[config.mk]
export PLATFORM = sky130hd
export DESIGN_NAME = cpu_sequencer
export DESIGN_NICKNAME = d
export VERILOG_FILES = /design/src/rtl/cpu_sequencer.sv
export SDC_FILE = /design/constraint.sdc
export NUM_CORES = 1
export LEC_CHECK = 0
export BUFFER_PORTS_ARGS = -buffer_cell sky130_fd_sc_hd__buf_2
export CORE_ASPECT_RATIO = 1.5
export CORE_UTILIZATION = 50
export DETAILED_ROUTE_END_ITERATION = 12
export GPL_TIMING_DRIVEN = 0
export PLACE_DENSITY = 0.74
export REMOVE_ABC_BUFFERS = 1
export SYNTH_ARGS = -nofsm -noshare
export SYNTH_HDL_FRONTEND = slang
export SYNTH_SLANG_ARGS = --single-unit
export TNS_END_PERCENT = 30
[constraint.sdc]
create_clock -name CLK -period 2.6 [get_ports CLK]
set_input_delay 0.39 -clock CLK [delete_from_list [all_inputs] [get_ports CLK]]
set_output_delay 0.39 -clock CLK [all_outputs]
set_load 0.02 [all_outputs]
[src/rtl/cpu_sequencer.sv]
// cpu_sequencer
// Multi-cycle instruction sequencer for the 9-bit-opcode core. Steps each
// instruction through FETCH/DECODE/EXEC/MEM/WB, owns the program counter,
// runs the data-memory request/ready handshake, gates register-file and
// memory writes from the latched decoder controls, and stops on HALT.
// It also keeps saturating cycle and retired-instruction counters.
//
// Ports:
//   CLK, RESET_N        clock (rising edge) / asynchronous active-low reset
//   START               start/restart pulse, honoured in IDLE or HALTED only
//   DEC_*               decoder control flags, sampled in DECODE
//   BR_TAKEN, BR_TARGET branch condition and absolute target, sampled in EXEC
//   DMEM_READY          data memory completion, sampled in MEM only
//   PC                  current instruction address
//   IR_LOAD             one-cycle pulse in FETCH
//   DMEM_REQ, DMEM_WE   data memory request (held through MEM) and write qualifier
//   REG_WE              one-cycle register-file write enable in WB
//   DONE                high while HALTED
//   CYCLE_COUNT         cycles spent in active states
//   INSTR_COUNT         retired instructions
// All outputs are decoded from registered state only.
module cpu_sequencer #(
  parameter int PC_WIDTH  = 10,
  parameter int CNT_WIDTH = 16
) (
  input  logic                 CLK,
  input  logic                 RESET_N,
  input  logic                 START,
  input  logic                 DEC_REG_WRITE,
  input  logic                 DEC_MEM_READ,
  input  logic                 DEC_MEM_WRITE,
  input  logic                 DEC_BRANCH,
  input  logic                 DEC_HALT,
  input  logic                 BR_TAKEN,
  input  logic [PC_WIDTH-1:0]  BR_TARGET,
  input  logic                 DMEM_READY,
  output logic [PC_WIDTH-1:0]  PC,
  output logic                 IR_LOAD,
  output logic                 DMEM_REQ,
  output logic                 DMEM_WE,
  output logic                 REG_WE,
  output logic                 DONE,
  output logic [CNT_WIDTH-1:0] CYCLE_COUNT,
  output logic [CNT_WIDTH-1:0] INSTR_COUNT
);

  typedef enum logic [2:0] {
    S_IDLE   = 3'd0,
    S_FETCH  = 3'd1,
    S_DECODE = 3'd2,
    S_EXEC   = 3'd3,
    S_MEM    = 3'd4,
    S_WB     = 3'd5,
    S_HALTED = 3'd6
  } state_t;

  localparam logic [PC_WIDTH-1:0]  PC_ZERO  = {PC_WIDTH{1'b0}};
  localparam logic [PC_WIDTH-1:0]  PC_ONE   = {{(PC_WIDTH-1){1'b0}}, 1'b1};
  localparam logic [CNT_WIDTH-1:0] CNT_ZERO = {CNT_WIDTH{1'b0}};
  localparam logic [CNT_WIDTH-1:0] CNT_ONE  = {{(CNT_WIDTH-1){1'b0}}, 1'b1};
  localparam logic [CNT_WIDTH-1:0] CNT_MAX  = {CNT_WIDTH{1'b1}};

  state_t               state_r;
  state_t               state_s;
  logic [PC_WIDTH-1:0]  pc_r;
  logic [PC_WIDTH-1:0]  target_r;
  logic [CNT_WIDTH-1:0] cycle_cnt_r;
  logic [CNT_WIDTH-1:0] instr_cnt_r;
  logic                 reg_write_r;
  logic                 mem_read_r;
  logic                 mem_write_r;
  logic                 branch_r;
  logic                 taken_r;
  logic                 active_s;

  // Saturating increment shared by both counters.
  function automatic logic [CNT_WIDTH-1:0] sat_inc(input logic [CNT_WIDTH-1:0] v);
    if (v == CNT_MAX) begin
      sat_inc = v;
    end else begin
      sat_inc = v + CNT_ONE;
    end
  endfunction

  // State register.
  always_ff @(posedge CLK or negedge RESET_N) begin
    if (!RESET_N) begin
      state_r <= S_IDLE;
    end else begin
      state_r <= state_s;
    end
  end

  // Next-state logic and state-decoded outputs.
  always_comb begin
    state_s  = state_r;
    IR_LOAD  = 1'b0;
    DMEM_REQ = 1'b0;
    DMEM_WE  = 1'b0;
    REG_WE   = 1'b0;
    DONE     = 1'b0;
    active_s = 1'b0;
    case (state_r)
      S_IDLE: begin
        if (START) state_s = S_FETCH;
        else       state_s = S_IDLE;
      end
      S_FETCH: begin
        IR_LOAD  = 1'b1;
        active_s = 1'b1;
        state_s  = S_DECODE;
      end
      S_DECODE: begin
        active_s = 1'b1;
        if (DEC_HALT) state_s = S_HALTED;
        else          state_s = S_EXEC;
      end
      S_EXEC: begin
        active_s = 1'b1;
        if (mem_read_r || mem_write_r) state_s = S_MEM;
        else                           state_s = S_WB;
      end
      S_MEM: begin
        active_s = 1'b1;
        DMEM_REQ = 1'b1;
        // A latched write takes priority over a latched read.
        DMEM_WE  = mem_write_r;
        if (DMEM_READY) state_s = S_WB;
        else            state_s = S_MEM;
      end
      S_WB: begin
        active_s = 1'b1;
        REG_WE   = reg_write_r;
        state_s  = S_FETCH;
      end
      S_HALTED: begin
        DONE = 1'b1;
        if (START) state_s = S_FETCH;
        else       state_s = S_HALTED;
      end
      default: begin
        state_s = S_IDLE;
      end
    endcase
  end

  // PC, latched decoder controls, branch resolution and counters.
  always_ff @(posedge CLK or negedge RESET_N) begin
    if (!RESET_N) begin
      pc_r        <= PC_ZERO;
      target_r    <= PC_ZERO;
      cycle_cnt_r <= CNT_ZERO;
      instr_cnt_r <= CNT_ZERO;
      reg_write_r <= 1'b0;
      mem_read_r  <= 1'b0;
      mem_write_r <= 1'b0;
      branch_r    <= 1'b0;
      taken_r     <= 1'b0;
    end else begin
      if (active_s) begin
        cycle_cnt_r <= sat_inc(cycle_cnt_r);
      end
      case (state_r)
        S_IDLE, S_HALTED: begin
          // Restart clears PC and counters; the active-state increment
          // above cannot fire in these states, so there is no conflict.
          if (START) begin
            pc_r        <= PC_ZERO;
            cycle_cnt_r <= CNT_ZERO;
            instr_cnt_r <= CNT_ZERO;
          end
        end
        S_DECODE: begin
          // A HALT leaves the flags alone so nothing can be written.
          if (!DEC_HALT) begin
            reg_write_r <= DEC_REG_WRITE;
            mem_read_r  <= DEC_MEM_READ;
            mem_write_r <= DEC_MEM_WRITE;
            branch_r    <= DEC_BRANCH;
          end
        end
        S_EXEC: begin
          taken_r  <= branch_r & BR_TAKEN;
          target_r <= BR_TARGET;
        end
        S_WB: begin
          // PC + 1 wraps naturally at PC_WIDTH bits.
          if (taken_r) pc_r <= target_r;
          else         pc_r <= pc_r + PC_ONE;
          instr_cnt_r <= sat_inc(instr_cnt_r);
        end
        default: begin
        end
      endcase
    end
  end

  assign PC          = pc_r;
  assign CYCLE_COUNT = cycle_cnt_r;
  assign INSTR_COUNT = instr_cnt_r;

endmodule

* Word-level counts from Yosys, hierarchy flattened
Index checks and enable logic that the tools add are counted.
** Storage, ports and cells
- Register bits after elaboration :: 60
- Input port bits :: 20
- Output and inout bits :: 47
** Cells by class
- Add/sub/neg operators :: 3
- Eq/ne operators :: 10
- Mux-type cells :: 22
- Bitwise operators :: 2
- Reductions and logical operators :: 8
** Operators with widths (number)
- 2-to-1 mux 16 bit :: 6
- adder 16 x 1 -> 16 bit, second input constant :: 2
- equality test 16 bit, second input constant :: 2
- one-hot mux 16 bit (2 select lines) :: 1
- one-hot mux 3 bit (7 select lines) :: 1
- 2-to-1 mux 10 bit :: 2
- one-hot mux 10 bit (2 select lines) :: 1
- adder 10 x 1 -> 10 bit, second input constant :: 1
- equality test 3 bit, second input constant :: 3
- 2-to-1 mux 1 bit :: 9
- equality test 3 x 2 -> 1 bit, second input constant :: 2
- 2-to-1 mux 3 bit :: 2
- OR reduction 5 bit :: 1
- inequality test 2 bit, second input constant :: 2
- AND reduction 2 bit :: 2
- equality test 3 x 1 -> 1 bit, second input constant :: 1
- logical NOT 3 bit :: 1
- AND reduction 3 bit :: 1
- nonzero test 2 bit :: 1
- OR reduction 2 bit :: 1
- AND 1 bit :: 1
- logical OR 1 bit :: 1
- inverter 1 bit :: 1

* Logic depth before layout (Yosys ltp)
Gate-level depths: netlist of the first run.
- Depth in word-level cells :: 6
- Depth in mapped cells :: 7
- Gate-level depth less buffers :: 6

* Worst setup path after synthesis of the first run
Ideal clock, no wire load.
- Path type :: flip-flop to flip-flop
- Start point :: register instr_cnt_r[7] (netlist: INSTR_COUNT[7])
- End point :: register instr_cnt_r[9] (netlist: INSTR_COUNT[9])
- Arrival :: 1.846 ns
- Required time :: 2.480 ns
- Slack :: 0.634 ns
- Stages on the path, launching flop included :: 8
- Path buffers :: 2
- Period minus slack after synthesis :: 1.966 ns
- Cell sequence :: dfrtp_1 -> and4_1 -> buf_2 -> and4_1 -> buf_2 -> a211oi_2 -> a31oi_1 -> a41o_1
** Between the ends
- Longest elaborated chain between the ends :: 3
- Elaborated cells between the ends (all ways) :: 6
- Those cells by class :: add/sub: 1; eq/ne: 2; mux: 2; reduce/logical: 1
** RTL lines
- start, declared :: line 68 : logic [CNT_WIDTH-1:0] instr_cnt_r;
- start signal, assigned :: line 190 : instr_cnt_r <= sat_inc(instr_cnt_r);
- adder 16 x 1 -> 16 bit or equality test 16 bit (tied branches) :: line 81, 78
- 2-to-1 mux 16 bit or inequality test 2 bit (tied branches)
- one-hot mux 16 bit (2 select lines) or AND reduction 3 bit (tied branches)
Parallel ways exist; a longest one is shown, timed or not. The select of a mux whose other input is x is not followed.
A chain may end at the register's enable or synchronous reset.

* Worst setup path after layout of the first run
- Start point :: register state_r[1]
- End point :: register instr_cnt_r[11] (netlist: INSTR_COUNT[11])
** Between the ends
- Longest elaborated chain between the ends :: 4
- Elaborated cells between the ends (all ways) :: 9
- Those cells by class :: eq/ne: 4; mux: 1; reduce/logical: 4
** RTL lines
- start, declared :: line 63 : state_t state_r;
- start signal, assigned :: line 90 : state_r <= state_s;
- equality test 3 bit or logical NOT 3 bit (tied branches) :: line 163 : case (state_r)
- OR reduction 2 bit :: line 163
- inequality test 2 bit (no source line) or nonzero test 2 bit (tied branches)
- AND reduction 3 bit (no source line)
Parallel ways exist; a longest one is shown, timed or not.

==> reports/metrics.yaml, run 1 <==
cts_buffers: 9
fmax_mhz: 455
hold_viol: 0
multi_input_area_sq_um: 1580
route.met3.wl_um: 359
synthDistinctLibCells: 53
gp_congestion: 0.791
r2r_setup_slack_ns: 0.40
dr_wl_met2_mm: 3.53
vdd_drop_max_v: 0.000476
ant_nets: 0
start_kind: "flop"
post_cts_resized: 0
cp_cell_sequence: "and3b_1 > nor3_2 > a211oi_2 > a21o_1 > a21oi_1"
dieArea_sq_um: 6650
rows: 35
post-route-util_pct: 60.2
grt_pass1_wl_mm: 11.2
design_area_sq_um: 3690
clk-insertion-delay-late_ns: 0.35
synth_ff_type: "dfrtp_1"
cts_hold_repair.buffers: 0
wl_mm: 6.83
period_needed_ns: 2.20
yosys-top-cells-area: "dfrtp_1, nand2_1, xnor2_1"
antenna_found_initial: 0
hpwl_mm: 4.75
period_share_pct: 84.5
area_delta_synth_final_pct: 16.7
worst_slew_pin_slew_ns: 0.950
die_h_um: 99.4
r2r-end: "INSTR_COUNT[11]$_DFFE_PN0P_"
grt_max_degree: 61
cts.reportedPaths.clkPinSlew_ns: 0.06
slew_violations: 0
drt_first_pass_iters: 5
reg2reg_depth: 5
holdWs_ns: 0.0997
netlist_top_cells_count: "dfrtp_1, nand2_1, nor2_1, nand3_1, o21ai_0"
seqCellArea_sq_um: 1500
num-nets-final: 406
yosysMostFrequentCell: "dfrtp_1"
seq_area_frac_synth_pct: 47.5
pre_cts_ws_ns: 0.198
viasPerCell: 5.87
r2r-start: "state_r[1]$_DFF_PN0_"
synth_area_leader_cell: "dfrtp_1"
placed_area_sq_um: 3510
drc: 0
drive_gt1_share_pct: 25.8
cpMaxStageDelayCell: "nor3_2"
overflow: 0
maxSlewHeadroom_pct: 36.7
ys_warn_count: 0
syn_inst: 322
endpoint_kind: "flop"
clockBufferDepth: 2
max-cap-violations: 0
synth_edf_count: 0
htreeDepth: 3
root_buffer: "clkbuf_8"
met1_length_mm: 2.84
synth_area_sq_um: 3160
coreArea_sq_um: 6130
track_usage_pct: 22.4
avgSynthCellArea_sq_um: 9.82
drtIter0Drc: 200
leakage_nw: 1.74
ys_seq_elements: 60
start_util_pct: 51.6
cp_slowest_stage_delay_ns: 0.69
power_density_nw_per_um2: 881
io_pins: 67
cp.required_ns: 2.86
hold_class: "input port to asynchronous set/reset pin"
post_cts_buffers: 0
fin_skew_ns: 0.00872
finalSetupViolCount: 0
startpoint: "state_r[1]$_DFF_PN0_"
n_fill_cell: 570
power_mw: 3.25
avgRoutedWirePerCell_um: 14.8
top_layer: "met4"
status: "finished clean"
rsz0062_at_grt: "no"
first_global_vias: 2468
crit_arrival_ns: 2.46
num_vias: 2706
synth_top_area_share_pct: 47.5
antennaDiodeCount: 0
cts_tree: "yes"
fin_ws_ns: 0.404
synthArstFlopShare_pct: 100
worstSetupPathType: "flop to flop"
die_x_um: 66.9
port_buffers: 66
clkSinkCount: 60
cp_max_fo: 13
[sequential cells by signal, summed over array words and instances, names as in the netlist]
register / cells
CYCLE_COUNT: 16
INSTR_COUNT: 16
PC: 10
branch_r: 1
mem_read_r: 1
mem_write_r: 1
reg_write_r: 1
state_r: 3
taken_r: 1
target_r: 10
[power breakdown]
group          total (mW)  leakage [nW]  internal [mW]  switching [mW]
combinational        1.07         0.859          0.428           0.639
sequential           1.45         0.794           1.16           0.281
clock               0.737        0.0893          0.390           0.347
[cells in the final DEF (no fill, tap or decap), types with 3 or more instances in the layout]
| cell | Yosys | routed |
|---|---|---|
| buf_2 | 8 | 65 |
| dfrtp_1 | 60 | 60 |
| nand2_1 | 34 | 34 |
| nor2_1 | 29 | 29 |
| nand3_1 | 17 | 17 |
| o21ai_0 | 17 | 17 |
| xnor2_1 | 13 | 13 |
| a21oi_1 | 11 | 11 |
| clkbuf_8 | 0 | 11 |
| and3_1 | 10 | 10 |
| o21ai_1 | 10 | 10 |
| mux2_2 | 10 | 10 |
| nor3_1 | 10 | 9 |
| nand4_1 | 9 | 9 |
| mux2i_1 | 7 | 7 |
| and4_1 | 4 | 4 |
| and2_1 | 4 | 4 |
| nor3_2 | 3 | 4 |
| a22oi_1 | 4 | 4 |
| mux2_1 | 4 | 4 |
| inv_1 | 3 | 3 |
| a31oi_1 | 3 | 3 |
| nor4_1 | 3 | 3 |
| xor2_1 | 3 | 3 |
| ha_1 | 3 | 3 |
[layer usage]
metal / global-route usage [%] / vias to the layer above
li1: - / 1297
met1: 26.1 / 1307
met2: 37.4 / 94
met3: 4.82 / 8
met4: 12.3 / 0
met5: 0 / -
[kinds of logic (layout without fill, tap and decap cells)]
| kind of cell | count (synthesis) | in the layout | share of synthesized area (%) |
|---|---|---|---|
| muxes | 21 | 21 | 7.20 |
| and+or+nand+nor | 141 | 141 | 23.9 |
| AOI/OAI and AO/OA | 62 | 62 | 12.9 |
| DFF | 60 | 60 | 47.5 |
| adders and majority gates | 3 | 3 | 1.19 |
| xor gates and xnor gates | 16 | 16 | 4.43 |
| buffers and inverters | 19 | 84 | 2.81 |
[area by class of cell]
type / count / share of cell area [%]
Sequential cell: 60 / 40.7
Clock inverter: 2 / 0.271
Clock buffer: 13 / 4.31
Timing Repair Buffer: 66 / 9.02
Tap cell: 74 / 2.51
Multi-Input combinational cell: 243 / 42.9
Inverter: 3 / 0.305
[worst max path at each step]
stage                             endpoint  cells past startpoint
5_1_grt        INSTR_COUNT[12]$_DFFE_PN0P_                      5
4_1_cts         INSTR_COUNT[5]$_DFFE_PN0P_                      5
3_3_place_gp   INSTR_COUNT[12]$_DFFE_PN0P_                      5
6_report       INSTR_COUNT[11]$_DFFE_PN0P_                      5
3_5_place_dp    INSTR_COUNT[5]$_DFFE_PN0P_                      5
2_1_floorplan  INSTR_COUNT[10]$_DFFE_PN0P_                      5
[stage by stage]
step	setup TNS, ns	std cells
detailed placement	0	446
finish	0	461
CTS	0	461
global placement	-0.548	446
floorplan	0	306
global route	0	461
[worst max-delay path, delay by kind of cell (launching register included)]
| family | cells | cell delay [ns] |
|---|---|---|
| AO/OA/AOI/OAI | 3 | 0.51 |
| AND/OR/NAND/NOR | 2 | 1.05 |
| flip-flops | 1 | 0.56 |
Power figures use the tool's default switching activity.
==> run 2: changes to the inputs <==
--- a/config.mk
+++ b/config.mk
@@ -7,10 +7,10 @@
 export LEC_CHECK = 0
 export BUFFER_PORTS_ARGS = -buffer_cell sky130_fd_sc_hd__buf_2
 export CORE_ASPECT_RATIO = 1.5
-export CORE_UTILIZATION = 50
+export CORE_UTILIZATION = 49
 export DETAILED_ROUTE_END_ITERATION = 12
 export GPL_TIMING_DRIVEN = 0
-export PLACE_DENSITY = 0.74
+export PLACE_DENSITY = 0.76
 export REMOVE_ABC_BUFFERS = 1
 export SYNTH_ARGS = -nofsm -noshare
 export SYNTH_HDL_FRONTEND = slang
==> constraint.sdc (replaced) <==
create_clock -name CLK -period 2 [get_ports CLK]
set_input_delay 0.3 -clock CLK [delete_from_list [all_inputs] [get_ports CLK]]
set_output_delay 0.3 -clock CLK [all_outputs]
set_load 0.02 [all_outputs]
==> run 2 against run 1 <==
Worst hold slack got worse by 0.071 ns. Sequential cell count unchanged. Sequential share of layout area decreased by 0.74 points. Core utilization increased by 0.83 points. Count of clock-buffer cells in the layout decreased by 4. Combinational power increased by 35%. Via count decreased by 1.6%. Register-to-register slack got worse by 0.33 ns. Clock skew increased by 0.0017 ns. Critical path depth unchanged. Maximum frequency increased by 14%. Global-route usage increased by 0.32 points. Largest power group unchanged.
==> reports/metrics.yaml, run 2 (same netlist as run 1, synthesis figures left out) <==
status: "finished clean"
r2r-end: "INSTR_COUNT[5]$_DFFE_PN0P_"
grt.met2_usage_pct: 38.2  # +0.78 points
antennaDiodeCount: 0  # unchanged
pre_cts_ws_ns: -0.354  # -0.552 ns
period_needed_ns: 1.93  # -0.271 ns
ant_nets: 0  # unchanged
drtIter0Drc: 166  # -17%
gp_congestion: 0.829  # +4.8%
busiest_layer: "met2"
grtUsageMet1_pct: 27.2  # +1.1 points
avgRoutedWirePerCell_um: 15.3  # +3.6%
holdWs_ns: 0.0292  # -0.0705 ns
port_buffers: 66  # unchanged
grt_max_degree: 61  # unchanged
root_buffer: "clkbuf_8"
cts.reportedPaths.clkPinSlew_ns: 0.07  # about the same
slew_violations: 0  # unchanged
hpwl_mm: 4.84  # +1.9%
cpMaxStageDelayCell: "dfrtp_2"
fin_ws_ns: 0.0745  # -0.329 ns
drc: 0  # unchanged
power_density_nw_per_um2: 1170  # +33%
first_global_vias: 2542  # +3.0%
overflow: 0  # unchanged
met3_usage_pct: 5.23  # +0.41 points
maxSlewHeadroom_pct: 50.1  # +13 points
start_util_pct: 51.2  # -0.37 points
power_mw: 4.40  # +36%
io_pins: 67  # unchanged
layout_commonest_cell: "buf_2"
clkSinkCount: 60  # unchanged
viasPerCell: 5.75  # -2.0%
post-route-util_pct: 61.0  # +0.83 points
die_x_um: 67.6  # +0.98%
hold_class: "input port to asynchronous set/reset pin"
cts_tree: "yes"
clockBufferDepth: 2  # unchanged
hold_viol: 0  # unchanged
drt_first_pass_iters: 4  # -1
leakage_nw: 1.75  # +0.46%
period_share_pct: 96.3  # +12 points
crit_family: "simple AND/OR/NAND/NOR gates"
final_cell_mix: "buf_2, dfrtp_1, nand2_1, nor2_1"
grt_pass1_wl_mm: 11.6  # +4.0%
rows: 35  # unchanged
cts_hold_repair.buffers: 0  # unchanged
crit_cells: 5  # unchanged
endpoint_kind: "flop"
cp_slowest_stage_delay_ns: 0.50  # -0.19 ns
cp.required_ns: 2.27  # -0.59 ns
start_kind: "flop"
cp_max_fo: 13  # unchanged
cp_cell_sequence: "and3b_2 > or3_4 > o21ai_1 > or4_1 > a21oi_1"
htreeDepth: 3  # unchanged
fmax_mhz: 519  # +14%
fin_skew_ns: 0.0104  # +0.00168 ns
finalSetupViolCount: 0  # unchanged
r2r-start: "state_r[1]$_DFF_PN0_"
rsz0062_at_grt: "yes"
vdd_drop_max_v: 0.000793  # +67%
cts_buffers: 9  # unchanged
track_usage_pct: 22.7  # +0.32 points
coreArea_sq_um: 6170  # +0.71%
r2r_setup_slack_ns: 0.07  # -0.33 ns
worst_slew_pin_slew_ns: 0.748  # -0.202 ns
crit_arrival_ns: 2.20  # -0.26 ns
max-cap-violations: 0  # unchanged
wl_mm: 7.10  # +4.0%
die_h_um: 100  # +1.0%
clk-insertion-delay-late_ns: 0.35  # about the same
num-nets-final: 407  # +0.25%
worstSetupPathType: "flop to flop"
area_delta_synth_final_pct: 19.1
num_vias: 2663  # -1.6%
reg2reg_depth: 5  # unchanged
crit_buf_inv: 0  # unchanged
antenna_found_initial: 0  # unchanged
drive_gt1_share_pct: 29.6  # +3.7 points
dieArea_sq_um: 6780  # +2.0%
==> run 2: cell types whose count changed in the layout (fill, tap and decap cells not counted), moves of 2 or more <==
cell        change
clkinvlp_4      +3
dfrtp_1         -3
dfrtp_2         +3
and3b_1         -2
and3b_2         +2
clkbuf_1        -2
clkbuf_8        -2
nor4_1          -2
nor4_2          +2
==> run 2: metal layers <==
layer / wire length (um) / up-vias
met5: 0 / -
met4: 116 / 0
met3: 327 / 10
met2: 3690 / 66
met1: 2970 / 1287
li1: - / 1300
==> run 2: how the worst max path moves through the flow <==
stage / slack (ns) / end / start
floorplan: -0.07 / INSTR_COUNT[10]$_DFFE_PN0P_ / state_r[1]$_DFF_PN0_
global placement: -0.69 / INSTR_COUNT[12]$_DFFE_PN0P_ / state_r[1]$_DFF_PN0_
detailed placement: -0.35 / INSTR_COUNT[5]$_DFFE_PN0P_ / state_r[2]$_DFF_PN0_
CTS: 0.007 / CYCLE_COUNT[3]$_DFF_PN0_ / CYCLE_COUNT[0]$_DFF_PN0_
global route: -0.05 / INSTR_COUNT[5]$_DFFE_PN0P_ / state_r[2]$_DFF_PN0_
finish: 0.07 / INSTR_COUNT[5]$_DFFE_PN0P_ / state_r[1]$_DFF_PN0_
==> run 2: per-stage QoR <==
step                setup TNS (ns)  std cells  cell area, sq um
floorplan                   -0.358        306              3080
global placement             -7.49        446              3510
detailed placement           -2.65        447              3510
CTS                              0        463              3730
global route               -0.0578        463              3770
finish                           0        463              3770
==> run 2: timing repair <==
item,CTS,global route
pin swaps,1,1
endpoints found under the setup margin,24,14
setup buffers,0,0
gates resized for setup,8,7
==> run 2: cell type report <==
type | count | area (sq um)
fillers | 544 | 2410
multi-input cells | 243 | 1630
flip-flops and latches | 60 | 1510
repair buffers | 67 | 340
clock buffers | 9 | 124
well taps | 74 | 92.6
clock inverters | 7 | 67.6
inverters | 3 | 11.3
==> run 2: report_power, final <==
group          switching [mW]  internal (mW)  leakage, nW
Sequential              0.380           1.52        0.790
Clock                   0.499          0.567       0.0910
Combinational           0.853          0.587        0.869
Total                    1.73           2.67         1.75
